**config.mk**
```make
export PLATFORM = sky130hd
export DESIGN_NAME = sdnet_to_mtpsa
export DESIGN_NICKNAME = d
export VERILOG_FILES = /design/src/rtl/sdnet_to_mtpsa.sv
export SDC_FILE = /design/constraint.sdc
export NUM_CORES = 1
export LEC_CHECK = 0
export BUFFER_PORTS_ARGS = -buffer_cell sky130_fd_sc_hd__buf_2
export CORE_AREA = 3 3 483 485
export DETAILED_ROUTE_END_ITERATION = 6
export DIE_AREA = 0 0 486 488
export PLACE_DENSITY = 0.46
export SLEW_MARGIN = 20
export SYNTH_ARGS = -nofsm -noshare
export SYNTH_HDL_FRONTEND = slang
export SYNTH_SLANG_ARGS = --single-unit
```
**constraint.sdc**
```tcl
create_clock -name axis_aclk -period 14.66 [get_ports axis_aclk]
set_input_delay 2.932 -clock axis_aclk [delete_from_list [all_inputs] [get_ports axis_aclk]]
set_output_delay 2.932 -clock axis_aclk [all_outputs]
set_load 0.01 [all_outputs]
```
**src/rtl/sdnet_to_mtpsa.sv**
```systemverilog
// SDNet-to-SUME adapter: pairs each packet with one queued metadata tuple.
// Ports: s_axis packet in, tuple_in strobe, m_axis packet+tuser out, status.
module sdnet_to_mtpsa #(
  parameter int C_AXIS_DATA_WIDTH = 256,
  parameter int C_TUSER_WIDTH     = 304,
  parameter int TUPLE_FIFO_DEPTH  = 4
) (
  input  logic                           axis_aclk,
  input  logic                           axis_rst,
  input  logic [C_AXIS_DATA_WIDTH-1:0]   s_axis_tdata,
  input  logic [C_AXIS_DATA_WIDTH/8-1:0] s_axis_tkeep,
  input  logic                           s_axis_tvalid,
  output logic                           s_axis_tready,
  input  logic                           s_axis_tlast,
  input  logic                           tuple_in_VALID,
  input  logic [C_TUSER_WIDTH-1:0]       tuple_in_DATA,
  output logic [C_AXIS_DATA_WIDTH-1:0]   m_axis_tdata,
  output logic [C_AXIS_DATA_WIDTH/8-1:0] m_axis_tkeep,
  output logic [C_TUSER_WIDTH-1:0]       m_axis_tuser,
  output logic                           m_axis_tvalid,
  input  logic                           m_axis_tready,
  output logic                           m_axis_tlast,
  output logic                           tuple_overflow,
  output logic [31:0]                    pkt_count,
  output logic [15:0]                    tuple_drop_count
);

  localparam int AW = $clog2(TUPLE_FIFO_DEPTH);
  localparam logic [AW:0] PTR_ONE = 1;

  localparam logic [0:0] IDLE   = 1'b0;
  localparam logic [0:0] IN_PKT = 1'b1;

  logic [0:0] state;

  logic [C_TUSER_WIDTH-1:0] mem [TUPLE_FIFO_DEPTH];

  // Extra MSB on each pointer separates full from empty.
  logic [AW:0] wr_ptr;
  logic [AW:0] rd_ptr;

  logic fifo_empty;
  logic fifo_full;
  logic accept;
  logic pop;
  logic push;
  logic drop;

  assign fifo_empty = (wr_ptr == rd_ptr);
  assign fifo_full  = (wr_ptr[AW] != rd_ptr[AW]) &&
                      (wr_ptr[AW-1:0] == rd_ptr[AW-1:0]);

  always_comb begin
    m_axis_tvalid = 1'b0;
    s_axis_tready = 1'b0;
    if (!axis_rst) begin
      unique case (state)
        IDLE: begin
          m_axis_tvalid = s_axis_tvalid & ~fifo_empty;
          s_axis_tready = m_axis_tready & ~fifo_empty;
        end
        IN_PKT: begin
          m_axis_tvalid = s_axis_tvalid;
          s_axis_tready = m_axis_tready;
        end
        default: begin
          m_axis_tvalid = 1'b0;
          s_axis_tready = 1'b0;
        end
      endcase
    end
  end

  assign m_axis_tdata = s_axis_tdata;
  assign m_axis_tkeep = s_axis_tkeep;
  assign m_axis_tlast = s_axis_tlast;

  // Only non-empty when valid, so an unwritten slot is never exposed.
  assign m_axis_tuser = m_axis_tvalid ? mem[rd_ptr[AW-1:0]] : '0;

  assign accept = m_axis_tvalid & m_axis_tready;
  assign pop    = accept & s_axis_tlast;
  // A pop in the same cycle frees a slot for a tuple arriving on a full FIFO.
  assign push   = tuple_in_VALID & (~fifo_full | pop);
  assign drop   = tuple_in_VALID & fifo_full & ~pop;

  always_ff @(posedge axis_aclk) begin
    if (push && !axis_rst) begin
      mem[wr_ptr[AW-1:0]] <= tuple_in_DATA;
    end
  end

  always_ff @(posedge axis_aclk) begin
    if (axis_rst) begin
      state            <= IDLE;
      wr_ptr           <= '0;
      rd_ptr           <= '0;
      tuple_overflow   <= 1'b0;
      pkt_count        <= '0;
      tuple_drop_count <= '0;
    end else begin
      if (push) begin
        wr_ptr <= wr_ptr + PTR_ONE;
      end
      if (pop) begin
        rd_ptr    <= rd_ptr + PTR_ONE;
        pkt_count <= pkt_count + 32'd1;
      end
      if (drop) begin
        tuple_overflow <= 1'b1;
        if (tuple_drop_count != 16'hFFFF) begin
          tuple_drop_count <= tuple_drop_count + 16'd1;
        end
      end
      if (accept) begin
        state <= s_axis_tlast ? IDLE : IN_PKT;
      end
    end
  end

endmodule

```
Yosys cells after proc, flatten, opt, wreduce, memory -nomap -nowiden
Memories as Yosys holds them, arrays and structs flattened. A register that Yosys moved wholly into a read port is not among the register bits.
Cells that the tools add are included.
Widths: inputs -> output; s select.
{"block": "op_classes", "addsub": 4, "multipliers": 0, "div_mod_pow": 0, "magnitude_cmp": 0, "eq_ne": 4, "shifts": 0, "mux": 10, "n_bitwise": 12, "reduce_logical": 4}
{"operator": "$mux 304", "count": 1}
{"operator": "$add 32x1->32 const B", "count": 1}
{"operator": "$add 16x1->16 const B", "count": 1}
{"operator": "$ne 16x16->1 const B", "count": 1}
{"operator": "$and 1x1->1", "count": 7}
{"operator": "$add 3x1->3 const B", "count": 2}
{"operator": "$mux 1", "count": 5}
{"operator": "$mux 2", "count": 2}
{"operator": "$not 1->1", "count": 4}
{"operator": "$pmux 1 s2", "count": 2}
{"operator": "$eq 3x3->1", "count": 1}
{"operator": "$eq 2x2->1", "count": 1}
{"operator": "$logic_and 1x1->1", "count": 2}
{"operator": "$reduce_and 2->1", "count": 1}
{"operator": "$logic_not 1->1", "count": 1}
{"operator": "$ne 1x1->1", "count": 1}
{"operator": "$or 1x1->1", "count": 1}
{"block": "word_totals", "regBits": 56, "latchBits": 0, "ram_bits": 1216, "mem_bits_ro": 0, "input_bits": 598, "word_cells": 41, "memories": 1}
{"name": "mem", "words": 4, "width": 304, "read_ports": 1, "rd_ports_with_merged_regs": 1, "write_ports": 1, "line_no": "36", "rtl": "logic [C_TUSER_WIDTH-1:0] mem [TUPLE_FIFO_DEPTH];"}

Logic depth before layout (Yosys ltp)
{"block": "logic_depth", "word_depth": 12, "mapped_depth": 7, "ltp_nobuf": 6}

Worst setup path after synthesis
Ideal clock, no wire load.
{"block": "synth_path", "path_type": "input -> register", "startpoint": "input axis_rst", "endpoint": "memory mem[0][0] (enable)", "setup_ps": 706, "t_arrival_ps": 10866, "t_required_ps": 13954, "path_slack_ps": 3088, "stages": 7, "path_buffers": 2, "path_cell_list": "buf_6 -> nand4b_4 -> and4bb_1 -> buf_6 -> nand2b_1 -> nor2_1 -> and2_1"}
{"block": "synth_via", "elab_chain_cells": 8, "elab_cells_between_ends": 9}
{"item": "from (decl)", "line_no": "9", "rtl": "input logic axis_rst,"}
{"item": "$mux 1", "line_no": "56", "rtl": "if (!axis_rst) begin"}
{"item": "$and 1x1->1", "line_no": "81", "rtl": "assign accept = m_axis_tvalid & m_axis_tready;"}
{"item": "$and 1x1->1", "line_no": "82", "rtl": "assign pop = accept & s_axis_tlast;"}
{"item": "$or 1x1->1", "line_no": "84", "rtl": "assign push = tuple_in_VALID & (~fifo_full | pop);"}
{"item": "$and 1x1->1", "line_no": "84"}
{"item": "$logic_and 1x1->1 (*)", "line_no": "88", "rtl": "if (push && !axis_rst) begin"}
{"item": "$mux 1 (*)", "line_no": "88"}
{"item": "$mux 1 (not written as such) (*)", "line_no": "89", "rtl": "mem[wr_ptr[AW-1:0]] <= tuple_in_DATA;"}
{"item": "to (decl)", "line_no": "36"}
Every way passes the cells marked *; elsewhere a longest branch is shown, timed or not.

Final worst setup path
{"block": "layout_path", "startpoint": "input axis_rst", "endpoint": "output m_axis_tuser[66]"}
{"block": "layout_via", "elab_chain_cells": 2}
{"item": "$mux 1", "line_no": "56"}
{"item": "$mux 304", "line_no": "79", "rtl": "assign m_axis_tuser = m_axis_tvalid ? mem[rd_ptr[AW-1:0]] : '0;"}
{"item": "to (decl)", "line_no": "19", "rtl": "output logic [C_TUSER_WIDTH-1:0] m_axis_tuser,"}
No other way between the ends.

==> flow_metrics.env <==
export IMPL_p_leak_uw=0.0200
export IMPL_tightest_slew_ns=1.04
export IMPL_dp_hpwl_mm=150
export IMPL_drc=0
export IMPL_clock_sinks=1274
export IMPL_hold_viol=0
export IMPL_start_util=0.221
export IMPL_drtIter0Drc=1805
export IMPL_met3_usage=0.112
export IMPL_num_rows=176
export IMPL_grt_first_pass_wirelength_mm=257
export IMPL_switchingPower_uw=1770
export IMPL_clk_latency_ns=0.76
export IMPL_cp_start_kind="input port"
export IMPL_finalCriticalPeriod_ns=8.91
export IMPL_end_kind="output port"
export IMPL_io_pins=1242
export IMPL_synth_mux_area_frac=0.136
export IMPL_seqPwrFrac=0.512
export IMPL_slew_headroom=0.308
export IMPL_die_h_um=488
export IMPL_cts_buffers=146
export IMPL_h_tree_depth=4
export IMPL_tns_ns=0
export IMPL_ctsLongestPathBuffers=3
export IMPL_drv_slew=0
export IMPL_ys_ff_latch=1274
export IMPL_nNetsFinal=3594
export IMPL_coreArea_um2=230000
export IMPL_overflow=0
export IMPL_stdcell_area_um2=60400
export IMPL_clock_root_buffer="clkbuf_16"
export IMPL_synth_compound_area_frac=0.00347
export IMPL_required_ns=11.73
export IMPL_ys_types=45
export IMPL_final_cell_mix="edfxtp_1, buf_2, and2_1, mux4_2, clkbuf_16"
export IMPL_vias_per_cell=4.15
export IMPL_critPathMaxFanout=94
export IMPL_max_cap_viol_count=0
export IMPL_synth_edf_count=1216
export IMPL_p_int_uw=6270
export IMPL_power_uw=8040
export IMPL_min_period_over_period=0.608
export IMPL_die_area_um2=237000
export IMPL_layout_commonest_cell="edfxtp_1"
export IMPL_fmax_mhz=112
export IMPL_synthCells=2548
export IMPL_cts_reportedPaths_clkPinSlew_ns=0.06
export IMPL_finClkSkew_ns=0.0380
export IMPL_holdWs_ns=0.474
export IMPL_grt_util_met1=0.143
export IMPL_worst_slack_ns=5.75
export IMPL_ys_seq_area_frac=0.742
export IMPL_io_buffers=665
export IMPL_drt_first_pass_iters=5
export IMPL_cts_tree="yes"
export IMPL_routed_wl_mm=199
export IMPL_grt_busiest_layer="met2"
export IMPL_synth_xor_xnor_area_share=0.00670
export IMPL_clkPwrFrac=0.440
export IMPL_post_cts_buffers=0
export IMPL_synthesis_area_um2=50800
export IMPL_rsz0062_at_grt="false"
export IMPL_drive_gt1_frac=0.393
export IMPL_synth_top_family_by_area="multiplexers"
export IMPL_setup_viol=0
export IMPL_avgRoutedWirePerCell_um=32.2
export IMPL_antenna_found_initial=118
export IMPL_grt_use_total=0.162
export IMPL_ys_warn_count=0
export IMPL_num_vias=25600
export IMPL_use_met2=0.282
export IMPL_min_delay_path_class="reg -> reg"
export IMPL_synth_simple_area_share=0.0575
export IMPL_peakVddDrop_uv=91.4
export IMPL_area_growth_pct=18.8
export IMPL_placed_area_um2=55600
export IMPL_powerDensity_nw_per_um2=133
export IMPL_grt_max_degree=117
export IMPL_synth_async_reset_ratio=0
export IMPL_gp_congestion=0.976
export IMPL_outcome="completed"
export IMPL_ant_nets=0
export IMPL_p_comb_frac=0.048
export IMPL_holdBufCountCts=0
export IMPL_die_width_um=486
export IMPL_postCtsResizedCells=0
export IMPL_synth_nets=3153
export IMPL_avgSynthCellArea_um2=19.9
export IMPL_arrival_ns=5.98
export IMPL_criticalPathCategory="in -> out"
export IMPL_synthAdderAreaFrac=0.00172
export IMPL_grt_pass1_vias=26000
export IMPL_post_place_ws_ns=5.72
export IMPL_p_sw_frac=0.220
export IMPL_ys_flop_type="edfxtp_1"
-- worst max-delay path, cell delays in order --
cell and delay [ns]:
buf_2 0.23, nor3b_4 0.81, buf_4 0.80, buf_4 0.61, and2_1 0.24, buf_2 0.13
-- state kept, by name, indices dropped and copies added, names as in the netlist, named ones only --
register	count
mem	1216
state	1
wr_ptr	3
rd_ptr	3
tuple_drop_count	16
pkt_count	32
tuple_overflow	1
-- power by group through the flow --
stage	combinational, µW	sequential [µW]	clock, µW
2_1_floorplan	267	4220	0
3_3_place_gp	391	4190	0
3_5_place_dp	395	4190	0
4_1_cts	397	4110	3660
5_1_grt	417	4120	3810
6_report	383	4110	3540
-- layer usage --
metal / vias up / wire length, µm
met2: 1413 / 99800
met4: 54 / 10400
met1: 13100 / 58000
met3: 390 / 30000
li1: 10700 / -
met5: - / 421
-- through the flow --
stage | cells | utilization
after floorplan | 2548 | -
after global placement | 5867 | 0.242
after detailed placement | 5867 | 0.242
after CTS | 6130 | 0.262
after global routing | 6138 | 0.262
final | 6173 | 0.263
-- layout make-up --
cell class	count	area [µm²]
clock inverter	77	761
tap	3026	3790
inverter	10	37.5
timing repair buffer	697	3670
sequential	1274	37700
antenna	43	108
multi-input combinational	860	10400
clock buffer	186	3890
fill	23300	169000
-- cell usage after synthesis (2+ instances only) --
library cell | number | area (µm²)
and3_1 | 6 | 37.5
nand4_1 | 33 | 206
mux4_2 | 304 | 6850
or4_1 | 6 | 45.0
nand2_1 | 14 | 52.6
xnor2_1 | 12 | 105
nand4_2 | 2 | 25.0
and2_1 | 312 | 1950
a21oi_1 | 15 | 75.1
xor2_1 | 25 | 219
nor4_1 | 5 | 31.3
o31ai_1 | 3 | 22.5
clkbuf_1 | 77 | 289
nor3_1 | 4 | 20.0
buf_6 | 2 | 22.5
and4_1 | 3 | 26.3
edfxtp_1 | 1216 | 36500
buf_2 | 35 | 175
o21ai_0 | 10 | 50.1
nor4_4 | 2 | 42.5
ha_1 | 7 | 87.6
or3_1 | 11 | 68.8
inv_1 | 10 | 37.5
nor2_1 | 50 | 188
a31o_2 | 2 | 17.5
buf_4 | 289 | 2170
nand3_1 | 15 | 75.1
dfxtp_1 | 58 | 1160
mux2i_1 | 4 | 40.0
-- final timing paths --
| kind | cells past startpoint | endpoint | start | slack [ns] |
|---|---|---|---|---|
| setup reg to reg | 7 | mem[0][273] | wr_ptr[0] | 9.90 |
| hold / removal | 2 | tuple_overflow | tuple_overflow | 0.47 |
| setup / recovery | 6 | m_axis_tuser[66] | axis_rst | 5.75 |
| hold reg to reg | 2 | tuple_overflow | tuple_overflow | 0.47 |
-- cells by family (layout without fill, tap and decap cells) --
kind of cell             Yosys count  after routing
flip-flops                      1274           1274
AND/OR/NAND/NOR                  476            476
buffers and inverters            414            970
multiplexers                     308            308
XOR/XNOR                          38             38
AO/OA/AOI/OAI                     31             31
adder cells (fa/ha/maj)            7              7
other                              0             43
(Power assumes the default switching activity.)
